**src/rtl/adder_share_pkg.sv**
```systemverilog
// Shared definitions for the adder-sharing arbiter.
// Holds default parameter values, the index-width helper and the
// encoding of the one-deep output stage.
package adder_share_pkg;

  localparam int WIDTH_DEF = 8;
  localparam int NREQ_DEF  = 4;

  // Smallest r with 2**r >= n (loop bounded so it elaborates as a constant).
  function automatic int clog2(input int n);
    int r;
    r = 0;
    for (int i = 0; i < 31; i++) begin
      if ((1 << i) < n) begin
        r = i + 1;
      end
    end
    return r;
  endfunction

  typedef enum logic {
    ST_EMPTY = 1'b0,
    ST_FULL  = 1'b1
  } out_st_e;

endpackage

```
**src/rtl/rr_arbiter.sv**
```systemverilog
// Combinational round-robin arbiter.
// Ports:
//   req     - request vector, one bit per requester
//   last    - index granted most recently; search starts just above it
//   en      - when low, nothing is granted
//   gnt     - one-hot grant (all zero when nothing granted)
//   gnt_idx - binary index of the granted requester (0 when none)
//   gnt_any - high when some requester is granted
// The pointer register lives in the parent.
module rr_arbiter
  import adder_share_pkg::*;
#(
  parameter int N   = NREQ_DEF,
  parameter int IDW = clog2(NREQ_DEF)
) (
  input  logic [N-1:0]   req,
  input  logic [IDW-1:0] last,
  input  logic           en,
  output logic [N-1:0]   gnt,
  output logic [IDW-1:0] gnt_idx,
  output logic           gnt_any
);

  int idx_s;

  // Scan offsets 1..N above last (with wrap); the first hit wins.
  always_comb begin
    gnt     = '0;
    gnt_idx = '0;
    gnt_any = 1'b0;
    idx_s   = 0;
    if (en) begin
      for (int k = 1; k <= N; k++) begin
        idx_s = (int'(last) + k) % N;
        if (!gnt_any && req[idx_s]) begin
          gnt[idx_s] = 1'b1;
          gnt_idx    = IDW'(idx_s);
          gnt_any    = 1'b1;
        end else begin
          gnt_any = gnt_any;
        end
      end
    end else begin
      gnt_any = 1'b0;
    end
  end

endmodule

```
**src/rtl/adder_share_arb.sv**
```systemverilog
// Round-robin sharing of a single WIDTH-bit adder among NREQ requesters.
// Ports:
//   clk, rst_n          - clock, asynchronous active-low reset
//   req_valid/req_ready - per-requester handshake (ready is one-hot or zero)
//   req_a, req_b        - packed operands, requester i at [i*WIDTH +: WIDTH]
//   rsp_valid/rsp_ready - result handshake to the single consumer
//   rsp_sum             - a+b with carry-out in the MSB
//   rsp_id              - index of the requester that produced rsp_sum
//   op_count            - results consumed, modulo 2**CNTW
//   busy                - result pending or any request present
module adder_share_arb
  import adder_share_pkg::*;
#(
  parameter int WIDTH = WIDTH_DEF,
  parameter int NREQ  = NREQ_DEF,
  parameter int IDW   = 2,
  parameter int CNTW  = 16
) (
  input  logic                  clk,
  input  logic                  rst_n,
  input  logic [NREQ-1:0]       req_valid,
  input  logic [NREQ*WIDTH-1:0] req_a,
  input  logic [NREQ*WIDTH-1:0] req_b,
  output logic [NREQ-1:0]       req_ready,
  output logic                  rsp_valid,
  input  logic                  rsp_ready,
  output logic [WIDTH:0]        rsp_sum,
  output logic [IDW-1:0]        rsp_id,
  output logic [CNTW-1:0]       op_count,
  output logic                  busy
);

  out_st_e          state_q, state_d;
  logic [WIDTH:0]   sum_q, sum_d;
  logic [IDW-1:0]   id_q, id_d;
  logic [CNTW-1:0]  cnt_q, cnt_d;
  logic [IDW-1:0]   last_q, last_d;

  logic             can_accept_s;
  logic             arb_en_s;
  logic [NREQ-1:0]  gnt_s;
  logic [IDW-1:0]   gnt_idx_s;
  logic             gnt_any_s;
  logic             accept_s;
  logic             consume_s;
  logic [WIDTH-1:0] a_sel_s;
  logic [WIDTH-1:0] b_sel_s;
  logic [WIDTH:0]   adder_s;

  // rst_n gating keeps req_ready low while reset is held, so nothing can be
  // accepted on the edge where reset is released.
  assign can_accept_s = (state_q == ST_EMPTY) || rsp_ready;
  assign arb_en_s     = can_accept_s && rst_n;

  rr_arbiter #(
    .N   (NREQ),
    .IDW (IDW)
  ) u_arb (
    .req     (req_valid),
    .last    (last_q),
    .en      (arb_en_s),
    .gnt     (gnt_s),
    .gnt_idx (gnt_idx_s),
    .gnt_any (gnt_any_s)
  );

  // Grants only go to valid requesters, so any grant is an accept.
  assign req_ready = gnt_s;
  assign accept_s  = gnt_any_s;
  assign consume_s = (state_q == ST_FULL) && rsp_ready;

  // Operand mux selected by the granted index feeding the single adder.
  always_comb begin
    a_sel_s = '0;
    b_sel_s = '0;
    for (int i = 0; i < NREQ; i++) begin
      if (gnt_idx_s == IDW'(i)) begin
        a_sel_s = req_a[i*WIDTH +: WIDTH];
        b_sel_s = req_b[i*WIDTH +: WIDTH];
      end else begin
        a_sel_s = a_sel_s;
      end
    end
  end

  assign adder_s = {1'b0, a_sel_s} + {1'b0, b_sel_s};

  // Output stage next state, result load, priority pointer and counter.
  always_comb begin
    state_d = state_q;
    sum_d   = sum_q;
    id_d    = id_q;
    last_d  = last_q;
    cnt_d   = cnt_q;
    case (state_q)
      ST_EMPTY: begin
        if (accept_s) begin
          state_d = ST_FULL;
        end else begin
          state_d = ST_EMPTY;
        end
      end
      ST_FULL: begin
        if (rsp_ready && accept_s) begin
          state_d = ST_FULL;
        end else if (rsp_ready) begin
          state_d = ST_EMPTY;
        end else begin
          state_d = ST_FULL;
        end
      end
      default: begin
        state_d = ST_EMPTY;
      end
    endcase
    if (accept_s) begin
      sum_d  = adder_s;
      id_d   = gnt_idx_s;
      last_d = gnt_idx_s;
    end else begin
      sum_d  = sum_q;
    end
    if (consume_s) begin
      cnt_d = cnt_q + CNTW'(1);
    end else begin
      cnt_d = cnt_q;
    end
  end

  // State and result registers.
  always_ff @(posedge clk or negedge rst_n) begin
    if (!rst_n) begin
      state_q <= ST_EMPTY;
      sum_q   <= '0;
      id_q    <= '0;
      last_q  <= IDW'(NREQ - 1);
      cnt_q   <= '0;
    end else begin
      state_q <= state_d;
      sum_q   <= sum_d;
      id_q    <= id_d;
      last_q  <= last_d;
      cnt_q   <= cnt_d;
    end
  end

  assign rsp_valid = (state_q == ST_FULL);
  assign rsp_sum   = sum_q;
  assign rsp_id    = id_q;
  assign op_count  = cnt_q;
  assign busy      = (state_q == ST_FULL) || (|req_valid);

endmodule

```
**config.mk**
```make
export PLATFORM = sky130hd
export DESIGN_NAME = adder_share_arb
export DESIGN_NICKNAME = d
export VERILOG_FILES = /design/src/rtl/adder_share_pkg.sv /design/src/rtl/rr_arbiter.sv /design/src/rtl/adder_share_arb.sv
export SDC_FILE = /design/constraint.sdc
export NUM_CORES = 1
export LEC_CHECK = 0
export BUFFER_PORTS_ARGS = -buffer_cell sky130_fd_sc_hd__buf_4
export CAP_MARGIN = 10
export CORE_MARGIN = 2
export CORE_UTILIZATION = 40
export DETAILED_ROUTE_END_ITERATION = 10
export GPL_TIMING_DRIVEN = 0
export PLACE_DENSITY = 0.78
export SYNTH_ARGS = -nofsm -noshare
export SYNTH_HDL_FRONTEND = slang
export SYNTH_HIERARCHICAL = 1
export SYNTH_SLANG_ARGS = --single-unit
```
**constraint.sdc**
```tcl
create_clock -name clk -period 10.2 [get_ports clk]
set_input_delay 2.04 -clock clk [delete_from_list [all_inputs] [get_ports clk]]
set_output_delay 2.04 -clock clk [all_outputs]
set_load 0.1 [all_outputs]
```
==> reports/results.md, run 1 <==
• **Finished Layout Cells** 429
• **portion of total power attributed to sequential cells** 0.209
• **number of enable-type register cells in the synthesized netlist** 0
• **worst slew margin relative to its limit** 0.589
• **number of iterations in the first detailed-routing pass** 4
• **source of the worst register-to-register timing path** last_q[1]
• **total of flip-flops plus latches after synthesis** 30
• **fraction of registers with async set/reset** 1.00
• **net count of the mapped netlist** 332
• **ratio of cells with drive above 1 in the final layout** 0.424
• **delay of the slowest cell on the worst path** 620 ps
• **Clock Tree Root** sky130_fd_sc_hd__clkbuf_8
• **data required time of the worst path** 10420 ps
• **routed vias** 2384
• **wire length of the first global-routing pass** 11300 um
• **Synth area leaders** sky130_fd_sc_hd__dfrtp_1 (28%), sky130_fd_sc_hd__mux4_2 (16%), sky130_fd_sc_hd__ha_1 (8.4%), sky130_fd_sc_hd__xnor2_1 (3.8%), sky130_fd_sc_hd__o21ai_0 (3.6%)
• **wire length per cell after detailed routing** 15.5 um
• **Post-CTS Setup Inserts** 0
• **total chip power** 0.892 mW
• **GRT Util Overall** 0.197
• **M1 GR Usage** 0.240
• **hold wc startpoint** op_count[15]
• **Max FO, Critical Path** 10
• **skew final** 3.02 ps
• **sequential element share of the synthesized area** 0.297
• **actual transition at the worst max-transition pin** 616 ps
• **I/O Buffers** 103
• **least setup slack across all paths after layout** 4280 ps
• **clock tree from TritonCTS** built
• **die height** 83.6 um
• **maximum ir drop on the vdd rail** 0.000222 V
• **leakage power figure** 1.59 nW
• **I/O pin total** 104
• **standard-cell row count** 28
• **YS warnings** 6
• **cts bufs inserted** 5
• **number of nets in the final layout** 442
• **dominant cell by count in the synthesized netlist** sky130_fd_sc_hd__dfrtp_1
• **cells resized by post-CTS repair** 0
• **netlist area before placement** 2530 um^2
• **CTS clock-pin slew for the worst setup and hold paths** 60 ps
• **cell taking the most area after synthesis** sky130_fd_sc_hd__dfrtp_1
• **critical path endpoint category** flip-flop
• **maximum number of pins on one net before global-route repair** 32
• **Routed WL** 6630 um
• **area of the core** 6030 um^2
• **Remaining Overflow, GRT** 0
• **setup slack of the most critical reg-to-reg path** 5380 ps
• **syn avg cell area** 10.4 um^2
• **horizontal die dimension** 83.6 um
• **RSZ-0062 raised after global routing** no
• **end point of the most critical hold path** op_count[15]
• **P per Cell Area** 255 nW/um^2
• **initial standard-cell utilization of the core** 0.420
• **Hold/Removal Path Class** reg -> reg
• **Max Cap Viol** 0
• **share of the synthesized area in the top cell type** 0.277
• **fillers** 540
• **Hold Crit Depth** 1
• **via-per-instance ratio** 5.56
• **Diodes inserted** 0
• **type of the setup path with the least slack** in -> reg
• **worst endpoint data arrival time** 6130 ps
• **most congested layer reported by global routing** met2
• **Detail Placement HPWL** 5350 um
• **count of unresolved DRC violations after routing** 0
• **Hold Buf Count CTS** 0
• **initial antenna violation count** 0
• **RR Endpoint** rsp_sum[6]
• **count of nets left with antenna violations after detail routing** 0
• **outcome** finished, final reports clean
• **internal power** 0.390 mW
• **met2 Track Usage GR** 0.343
• **number of global-route vias before repair** 2463
• **cell count after synthesis** 243
• **Post-synth top cells** sky130_fd_sc_hd__dfrtp_1 (28), sky130_fd_sc_hd__mux4_2 (18), sky130_fd_sc_hd__o21ai_0 (18), sky130_fd_sc_hd__ha_1 (17), sky130_fd_sc_hd__inv_1 (15)
• **startpoint of the worst setup timing path** req_valid[1]
• **cell with the biggest individual delay on the critical path** sky130_fd_sc_hd__mux4_2
• **number of levels in the clock H-tree** 2
• **fmax** 169 MHz
• **count of final setup violators** 0
• **Final Max Tran Viols** 0
• **utilization after layout** 0.580
• **power share of the combinational group** 0.681
• **final weighted congestion in routability-driven placement** 0.839
• **Tcrit/Tclk final** 0.580
• **kind of start point of the critical path** input pin
• **Detailed Route Iter0 Violations** 52
• **Clk pwr share** 0.110
• **Final min period** 5920 ps
• **Worst Path Buf+Inv** 4
• **Die Area** 6990 um^2
• **Psw** 0.502 mW
• **switching power as a share of total power** 0.563
• **worst reg2reg path depth** 16
• **Post-Place Setup Slack** 4000 ps
• **CP cell instances** buf_4 > buf_2 > mux4_2 > nand2_1 > o31ai_1 > nor4b_1 > buf_2 > buf_4 > mux4_2 > ha_1 > fa_1 > a211oi_1 > nor2_1 > nor4b_1 > nand3b_1
• **Unique masters post-synth** 56
• **Post-synth top flop** sky130_fd_sc_hd__dfrtp_1
• **endpoints failing hold** 0
• **signed area change from the synthesized netlist to the final layout** 37.8%
• **met3 capacity usage during global routing** 0.0495
• **deepest clock path buffer count** 2
• **clock insertion delay at the later pin of the skew report** 280 ps
• **dpl cells** 421
• **cell family contributing the most delay on the critical path** multiplexers
• **Total Neg Setup Slack** 0 ps
• **clock sink total** 30
==> cells in the final DEF (no fill, tap or decap), types with 3 or more instances in the layout <==
cell	n
sky130_fd_sc_hd__buf_4	104
sky130_fd_sc_hd__dfrtp_1	28
sky130_fd_sc_hd__mux4_2	18
sky130_fd_sc_hd__o21ai_0	18
sky130_fd_sc_hd__ha_1	17
sky130_fd_sc_hd__inv_1	15
sky130_fd_sc_hd__nor2_1	14
sky130_fd_sc_hd__nand2_1	14
sky130_fd_sc_hd__xnor2_1	11
sky130_fd_sc_hd__a21oi_1	9
sky130_fd_sc_hd__clkbuf_1	7
sky130_fd_sc_hd__clkbuf_8	6
sky130_fd_sc_hd__buf_2	5
sky130_fd_sc_hd__nand4_1	5
sky130_fd_sc_hd__xor2_1	5
sky130_fd_sc_hd__a211oi_1	5
sky130_fd_sc_hd__nand2b_1	4
sky130_fd_sc_hd__nor3_1	4
sky130_fd_sc_hd__o211ai_1	4
sky130_fd_sc_hd__a221oi_1	4
sky130_fd_sc_hd__o2bb2ai_1	4
sky130_fd_sc_hd__mux2_2	3
sky130_fd_sc_hd__nor3b_1	3
==> worst reg2reg max path, cell delays in order (launching register included) <==
cell                       delay, ps
sky130_fd_sc_hd__dfstp_2         580
sky130_fd_sc_hd__clkbuf_1        310
sky130_fd_sc_hd__inv_1           200
sky130_fd_sc_hd__ha_1            410
sky130_fd_sc_hd__nor3_1           80
sky130_fd_sc_hd__nand2_1          90
sky130_fd_sc_hd__o31ai_1          70
sky130_fd_sc_hd__nor4b_1         270
sky130_fd_sc_hd__buf_2           320
sky130_fd_sc_hd__buf_4           280
sky130_fd_sc_hd__mux4_2          540
sky130_fd_sc_hd__ha_1            250
sky130_fd_sc_hd__fa_1            440
sky130_fd_sc_hd__a211oi_1        320
sky130_fd_sc_hd__nor2_1          140
sky130_fd_sc_hd__nor4b_1         310
sky130_fd_sc_hd__nand3b_1        140
==> layout make-up <==
class / count / area (um^2) / area share
Clock buffer: 7 / 86.3 / 0.0247
Sequential cell: 30 / 753 / 0.216
Timing Repair Buffer: 103 / 773 / 0.221
Inverter: 15 / 56.3 / 0.0161
Buffer: 15 / 73.8 / 0.0211
Multi-Input combinational cell: 183 / 1650 / 0.473
Tap cell: 75 / 93.8 / 0.0269
Clock inverter: 1 / 5.00 / 0.00143
==> cells by family (layout without fill, tap and decap cells) <==
kind of cell / Yosys count / in the layout / share of synthesized area
multiplexers: 23 / 23 / 0.181
AND/OR/NAND/NOR: 66 / 66 / 0.156
XOR/XNOR: 17 / 17 / 0.0617
adder cells (fa/ha/maj): 18 / 18 / 0.0919
AO/OA/AOI/OAI: 59 / 59 / 0.161
flip-flops: 30 / 30 / 0.297
buffers and inverters: 30 / 141 / 0.0514
==> how the worst max path moves through the flow <==
| stage | cells past startpoint | endpoint |
|---|---|---|
| after floorplan | 5 | req_ready[0] |
| after global placement | 15 | rsp_sum[8] |
| after detailed placement | 15 | rsp_sum[6] |
| after CTS | 15 | rsp_sum[6] |
| after global routing | 14 | rsp_sum[6] |
| final | 15 | rsp_sum[6] |
==> power groups by stage <==
stage          Clock, mW  Combinational [mW]  Sequential (mW)
4_1_cts           0.0997               0.609            0.187
2_1_floorplan          0               0.244            0.411
3_3_place_gp           0               0.597            0.187
5_1_grt            0.104               0.645            0.193
3_5_place_dp           0               0.607            0.189
6_report          0.0978               0.607            0.187
==> metrics by stage <==
step                hold slack (ps)  cell area (um^2)
finish                          463              3490
global route                    505              3490
CTS                             471              3490
detailed placement              461              3400
global placement                458              3400
floorplan                       484              2530
==> state kept, by name, indices dropped and copies added (netlist names) <==
| signal | count |
|---|---|
| last_q | 2 |
| op_count | 16 |
| rsp_id | 2 |
| rsp_sum | 9 |
| rsp_valid | 1 |
==> metal layers <==
| layer | share of wire | up-vias |
|---|---|---|
| met5 | 0 | - |
| met4 | 0.012 | 0 |
| met3 | 0.066 | 9 |
| met2 | 0.51 | 87 |
| met1 | 0.41 | 1149 |
| li1 | - | 1139 |
Power figures use the tool's default switching activity.
==> run 2, diff against run 1 <==
- ABC_AREA: default -> 1
- PLACE_DENSITY: 0.78 -> 0.8
- clock period: 10.2 -> 5.3 ns (I/O delays scaled with it)
==> reports/results.md, run 2 <==
• **outcome** finished, final reports clean
• **number of levels in the clock H-tree** 2
• **end point of the most critical hold path** rsp_sum[0]
• **initial antenna violation count** 0
• **type of the setup path with the least slack** reg -> reg
• **number of nets in the final layout** 592
• **Final min period** 4310 ps
• **Unique masters post-synth** 36
• **clock tree from TritonCTS** built
• **source of the worst register-to-register timing path** last_q[0]
• **total of flip-flops plus latches after synthesis** 30
• **clock insertion delay at the later pin of the skew report** 270 ps
• **via-per-instance ratio** 4.95
• **area of the core** 6390 um^2
• **startpoint of the worst setup timing path** last_q[0]
• **worst reg2reg path depth** 23
• **ratio of cells with drive above 1 in the final layout** 0.292
• **Diodes inserted** 0
• **dominant cell by count in the synthesized netlist** sky130_fd_sc_hd__nand2_1
• **clock sink total** 30
• **Post-synth top cells** sky130_fd_sc_hd__nand2_1 (138), sky130_fd_sc_hd__inv_1 (50), sky130_fd_sc_hd__nand3_1 (35), sky130_fd_sc_hd__dfrtp_1 (28), sky130_fd_sc_hd__o21ai_0 (28)
• **critical path endpoint category** flip-flop
• **fraction of registers with async set/reset** 1.00
• **fmax** 232 MHz
• **actual transition at the worst max-transition pin** 478 ps
• **horizontal die dimension** 85.6 um
• **Die Area** 7320 um^2
• **endpoints failing hold** 0
• **standard-cell row count** 29
• **total cell area at the placement stage** 3530 um^2
• **YS warnings** 6
• **number of enable-type register cells in the synthesized netlist** 0
• **worst endpoint data arrival time** 4520 ps
• **deepest clock path buffer count** 2
• **cts bufs inserted** 5
• **post-route cell area** 3620 um^2
• **syn avg cell area** 6.77 um^2
• **most frequent cells in the layout** sky130_fd_sc_hd__nand2_1 (138), sky130_fd_sc_hd__buf_4 (103), sky130_fd_sc_hd__inv_1 (50)
• **wire length per cell after detailed routing** 12.4 um
• **Tcrit/Tclk final** 0.814
• **skew final** 5.28 ps
• **data required time of the worst path** 5510 ps
• **number of global-route vias before repair** 2862
• **worst slew margin relative to its limit** 0.678
• **cell count after synthesis** 393
• **setup slack of the most critical reg-to-reg path** 990 ps
• **share of the synthesized area in the top cell type** 0.263
• **kind of start point of the critical path** flip-flop
• **Max FO, Critical Path** 11
• **Detail Placement HPWL** 5940 um
• **final weighted congestion in routability-driven placement** 0.871
• **max reg flops** 16
• **I/O pin total** 104
• **Max Cap Viol** 0
• **hold wc startpoint** rsp_sum[0]
• **sequential element share of the synthesized area** 0.283
• **Routed WL** 7210 um
• **die height** 85.6 um
• **Hold Crit Depth** 2
• **number of iterations in the first detailed-routing pass** 4
• **cell taking the most area after synthesis** sky130_fd_sc_hd__dfrtp_1
• **count of unresolved DRC violations after routing** 0
• **Remaining Overflow, GRT** 0
• **signed area change from the synthesized netlist to the final layout** 36.1%
• **Hold/Removal Path Class** reg -> reg
• **Post-CTS Setup Inserts** 0
• **Final Max Tran Viols** 0
• **wire length of the first global-routing pass** 12100 um
• **cells resized by post-CTS repair** 0
• **Detailed Route Iter0 Violations** 103
• **I/O Buffers** 103
• **count of nets left with antenna violations after detail routing** 0
• **Total Neg Setup Slack** 0 ps
• **Hold Buf Count CTS** 0
• **CTS clock-pin slew for the worst setup and hold paths** 60 ps
• **initial standard-cell utilization of the core** 0.417
• **net count of the mapped netlist** 482
• **Clock Tree Root** sky130_fd_sc_hd__clkbuf_8
• **GRT Util Overall** 0.199
• **most common cell after layout, fill and taps aside** sky130_fd_sc_hd__nand2_1
• **Synth area leaders** sky130_fd_sc_hd__dfrtp_1 (26%), sky130_fd_sc_hd__nand2_1 (19%), sky130_fd_sc_hd__ha_1 (8.0%), sky130_fd_sc_hd__inv_1 (7.1%), sky130_fd_sc_hd__nand3_1 (6.6%)
• **count of final setup violators** 0
• **netlist area before placement** 2660 um^2
• **routed vias** 2877
• **Post-synth top flop** sky130_fd_sc_hd__dfrtp_1
• **RR Endpoint** rsp_sum[6]
• **RSZ-0062 raised after global routing** no
• **maximum number of pins on one net before global-route repair** 32
[run 2: cell types whose count changed in the layout (fill, tap and decap cells not counted), moves of 5 or more]
cell and change:
sky130_fd_sc_hd__inv_1 +35, sky130_fd_sc_hd__nor2_1 -7, sky130_fd_sc_hd__mux4_2 -18, sky130_fd_sc_hd__nand3_2 +5
sky130_fd_sc_hd__nand2_2 +9, sky130_fd_sc_hd__nand3_1 +34, sky130_fd_sc_hd__nand2_1 +124, sky130_fd_sc_hd__nand4_1 +6
sky130_fd_sc_hd__xnor2_1 -6, sky130_fd_sc_hd__o21ai_0 +10
[run 2: worst max-delay path, cell delays in order, from the launching register on]
cell,delay [ps]
sky130_fd_sc_hd__dfstp_2,670
sky130_fd_sc_hd__inv_2,160
sky130_fd_sc_hd__ha_1,380
sky130_fd_sc_hd__inv_1,110
sky130_fd_sc_hd__nand3_2,140
sky130_fd_sc_hd__nand2_2,130
sky130_fd_sc_hd__nor2_4,60
sky130_fd_sc_hd__buf_6,130
sky130_fd_sc_hd__nand3_1,60
sky130_fd_sc_hd__nand2_1,70
sky130_fd_sc_hd__a21oi_2,290
sky130_fd_sc_hd__buf_2,280
sky130_fd_sc_hd__nand2_1,200
sky130_fd_sc_hd__o22ai_1,190
sky130_fd_sc_hd__o21ai_0,110
sky130_fd_sc_hd__ha_1,260
sky130_fd_sc_hd__fa_1,390
sky130_fd_sc_hd__nand2_1,100
sky130_fd_sc_hd__nand3_1,110
sky130_fd_sc_hd__nand3_1,110
sky130_fd_sc_hd__nand2_1,80
sky130_fd_sc_hd__nand2_1,60
sky130_fd_sc_hd__nand3_1,70
sky130_fd_sc_hd__nand2_1,80
[run 2: logic make-up after synthesis]
kind of cell,Yosys count,synth area share
AND/OR/NAND/NOR,220,0.390
adder cells (fa/ha/maj),18,0.0874
XOR/XNOR,9,0.0324
flip-flops,30,0.283
buffers and inverters,60,0.0917
AO/OA/AOI/OAI,56,0.116
[run 2: routing by layer]
metal  global-route usage  vias up  routed length (um)
met5                    0        -                   0
met2                0.356       97                3580
met4               0.0418        0                  72
met1                0.248     1287                3090
met3               0.0375        7                 470
li1                     -     1486                   -
[run 2: how the worst max path moves through the flow]
stage                       endpoint  slack, ps
after detailed placement  rsp_sum[6]        940
after global routing      rsp_sum[6]        580
after floorplan           rsp_sum[6]       1650
final                     rsp_sum[6]        990
after CTS                 rsp_sum[6]        960
after global placement    rsp_sum[6]       1020
[run 2: metrics by stage]
step | setup WS [ps] | utilization | cells | hold slack (ps)
after floorplan | 1650 | - | 393 | 498
after global placement | 1020 | 0.553 | 573 | 458
after detailed placement | 939 | 0.553 | 573 | 464
after CTS | 964 | 0.567 | 581 | 477
after global routing | 581 | 0.567 | 581 | 504
final | 987 | 0.567 | 581 | 475
[run 2: cell type report]
cell class,instances,area (um^2)
Timing Repair Buffer,103,773
Clock buffer,7,86.3
Tap cell,77,96.3
Fill cell,612,2760
Multi-Input combinational cell,303,1660
Inverter,53,199
Clock inverter,1,5.00
Buffer,7,45.0
Sequential cell,30,753
Power of run 2 is not shown: default switching activity piles up to over one toggle a cycle in this logic, so the estimate is an artifact.
==> run 3, diff against run 2 <==
- PLACE_DENSITY: 0.8 -> 0.78
- clock period: 5.3 -> 4.3 ns (I/O delays scaled with it)
==> reports/results.md, run 3 (synthesis gave the netlist of run 2 again) <==
• **last element of the critical path** rsp_sum[6]
• **maximum number of pins on one net before global-route repair** 32
• **number of nets in the final layout** 601
• **RR Endpoint** rsp_sum[6]
• **deepest clock path buffer count** 2
• **Routed WL** 7260 um
• **dpl cells** 573
• **count of final setup violators** 0
• **clock sink total** 30
• **type of the setup path with the least slack** reg -> reg
• **endpoints failing hold** 0
• **initial standard-cell utilization of the core** 0.417
• **Max FO, Critical Path** 10
• **number of global-route vias before repair** 2812
• **most frequent cells in the layout** sky130_fd_sc_hd__nand2_1 (138), sky130_fd_sc_hd__buf_4 (112), sky130_fd_sc_hd__inv_1 (49)
• **least setup slack across all paths after layout** 277 ps
• **ratio of cells with drive above 1 in the final layout** 0.309
• **Final Max Tran Viols** 0
• **worst slew margin relative to its limit** 0.700
• **Finished Layout Cells** 589
• **wire length of the first global-routing pass** 12000 um
• **count of nets left with antenna violations after detail routing** 0
• **Crit path top cell by count** sky130_fd_sc_hd__nand2_1
• **startpoint of the worst setup timing path** last_q[1]
• **most common cell after layout, fill and taps aside** sky130_fd_sc_hd__nand2_1
• **I/O pin total** 104
• **fillers** 573
• **Tcrit/Tclk final** 0.936
• **number of levels in the clock H-tree** 2
• **critical path endpoint category** flip-flop
• **final weighted congestion in routability-driven placement** 0.861
• **via-per-instance ratio** 5.05
• **Die Area** 7320 um^2
• **Hold/Removal Path Class** in -> async
• **Diodes inserted** 0
• **source of the worst register-to-register timing path** last_q[1]
• **wire length per cell after detailed routing** 12.3 um
• **data required time of the worst path** 4520 ps
• **cell family contributing the most delay on the critical path** simple AND/OR/NAND/NOR gates
• **signed area change from the synthesized netlist to the final layout** 40.9%
• **horizontal die dimension** 85.6 um
• **standard-cell row count** 29
• **clock tree from TritonCTS** built
• **I/O Buffers** 103
• **max reg flops** 16
• **cell depth of the worst setup path** 22
• **cell with the biggest individual delay on the critical path** sky130_fd_sc_hd__dfstp_2
• **initial antenna violation count** 0
• **setup slack of the most critical reg-to-reg path** 280 ps
• **kind of start point of the critical path** flip-flop
• **area of the core** 6390 um^2
• **worst endpoint data arrival time** 4250 ps
• **skew final** 6.72 ps
• **Post-Place Setup Slack** -16.2 ps
• **count of unresolved DRC violations after routing** 0
• **Max Cap Viol** 0
• **Clock Tree Root** sky130_fd_sc_hd__clkbuf_8
• **clock insertion delay at the later pin of the skew report** 280 ps
• **worst reg2reg path depth** 22
• **Final min period** 4020 ps
• **number of iterations in the first detailed-routing pass** 6
• **cts bufs inserted** 5
• **delay of the slowest cell on the worst path** 580 ps
• **CP cell instances** clkinvlp_4 > ha_4 > inv_1 > nand3_2 > nand2_2 > nor2_4 > buf_6 > nand3_1 > a21oi_4 > buf_6 > nand2_1 > o22ai_1 > o21ai_0 > ha_1 > fa_1 > nand2_1 > nand3_1 > nand3_1 > nand2_1 > nand2_1 > nand3_1 > nand2_1
• **routed vias** 2975
• **actual transition at the worst max-transition pin** 446 ps
• **Remaining Overflow, GRT** 0
• **CTS clock-pin slew for the worst setup and hold paths** 60 ps
• **Detail Placement HPWL** 5790 um
• **Detailed Route Iter0 Violations** 107
• **fmax** 249 MHz
• **GRT Util Overall** 0.197
• **die height** 85.6 um
• **Hold Buf Count CTS** 0
• **Worst Path Buf+Inv** 4
• **worst hold slack after final layout** 493 ps
• **outcome** finished, final reports clean
## run 3: worst min path at each step
stage	from	endpoint	slack, ps	cells after the start
3_5_place_dp	rsp_sum[0]	rsp_sum[0]	480	2
4_1_cts	rsp_id[0]	rsp_id[0]	500	2
5_1_grt	rsp_sum[4]	rsp_sum[4]	520	2
3_3_place_gp	rsp_sum[0]	rsp_sum[0]	460	2
6_report	rst_n	op_count[10]	490	1
2_1_floorplan	last_q[1]	last_q[1]	500	2
## run 3: layout make-up
type                       instances  area (um^2)  share of cell area
sequential                        30          753               0.201
tap                               77         96.3              0.0257
clock buffer                       6         82.6              0.0220
timing repair buffer             112          841               0.224
inverter                          53          203              0.0540
multi-input combinational        303         1690               0.452
clock inverter                     1         30.0             0.00801
buffer                             7         51.3              0.0137
## run 3: what timing repair did
| item | 4_1_cts | 5_1_grt |
|---|---|---|
| resized for setup | 3 | 5 |
| endpoints found under the hold margin | 0 | 0 |
| pin swaps | 0 | 1 |
| setup endpoints to repair | 1 | 6 |
| buffers inserted | 0 | 9 |
## run 3: per-layer routing
layer	GRT usage	share of wire	vias up
met4	0.0577	0.013	0
li1	-	-	1509
met1	0.249	0.44	1340
met3	0.0366	0.061	12
met5	0	0	-
met2	0.344	0.49	114
## run 3: stage by stage
stage                     setup TNS, ps  cell area, um^2  utilization
after CTS                             0             3660        0.573
after floorplan                       0             2660            -
after global routing              -8.59             3750        0.587
after detailed placement          -16.2             3530        0.553
after global placement                0             3530        0.553
final                                 0             3750        0.587
Power of run 3 is left out for the same reason.
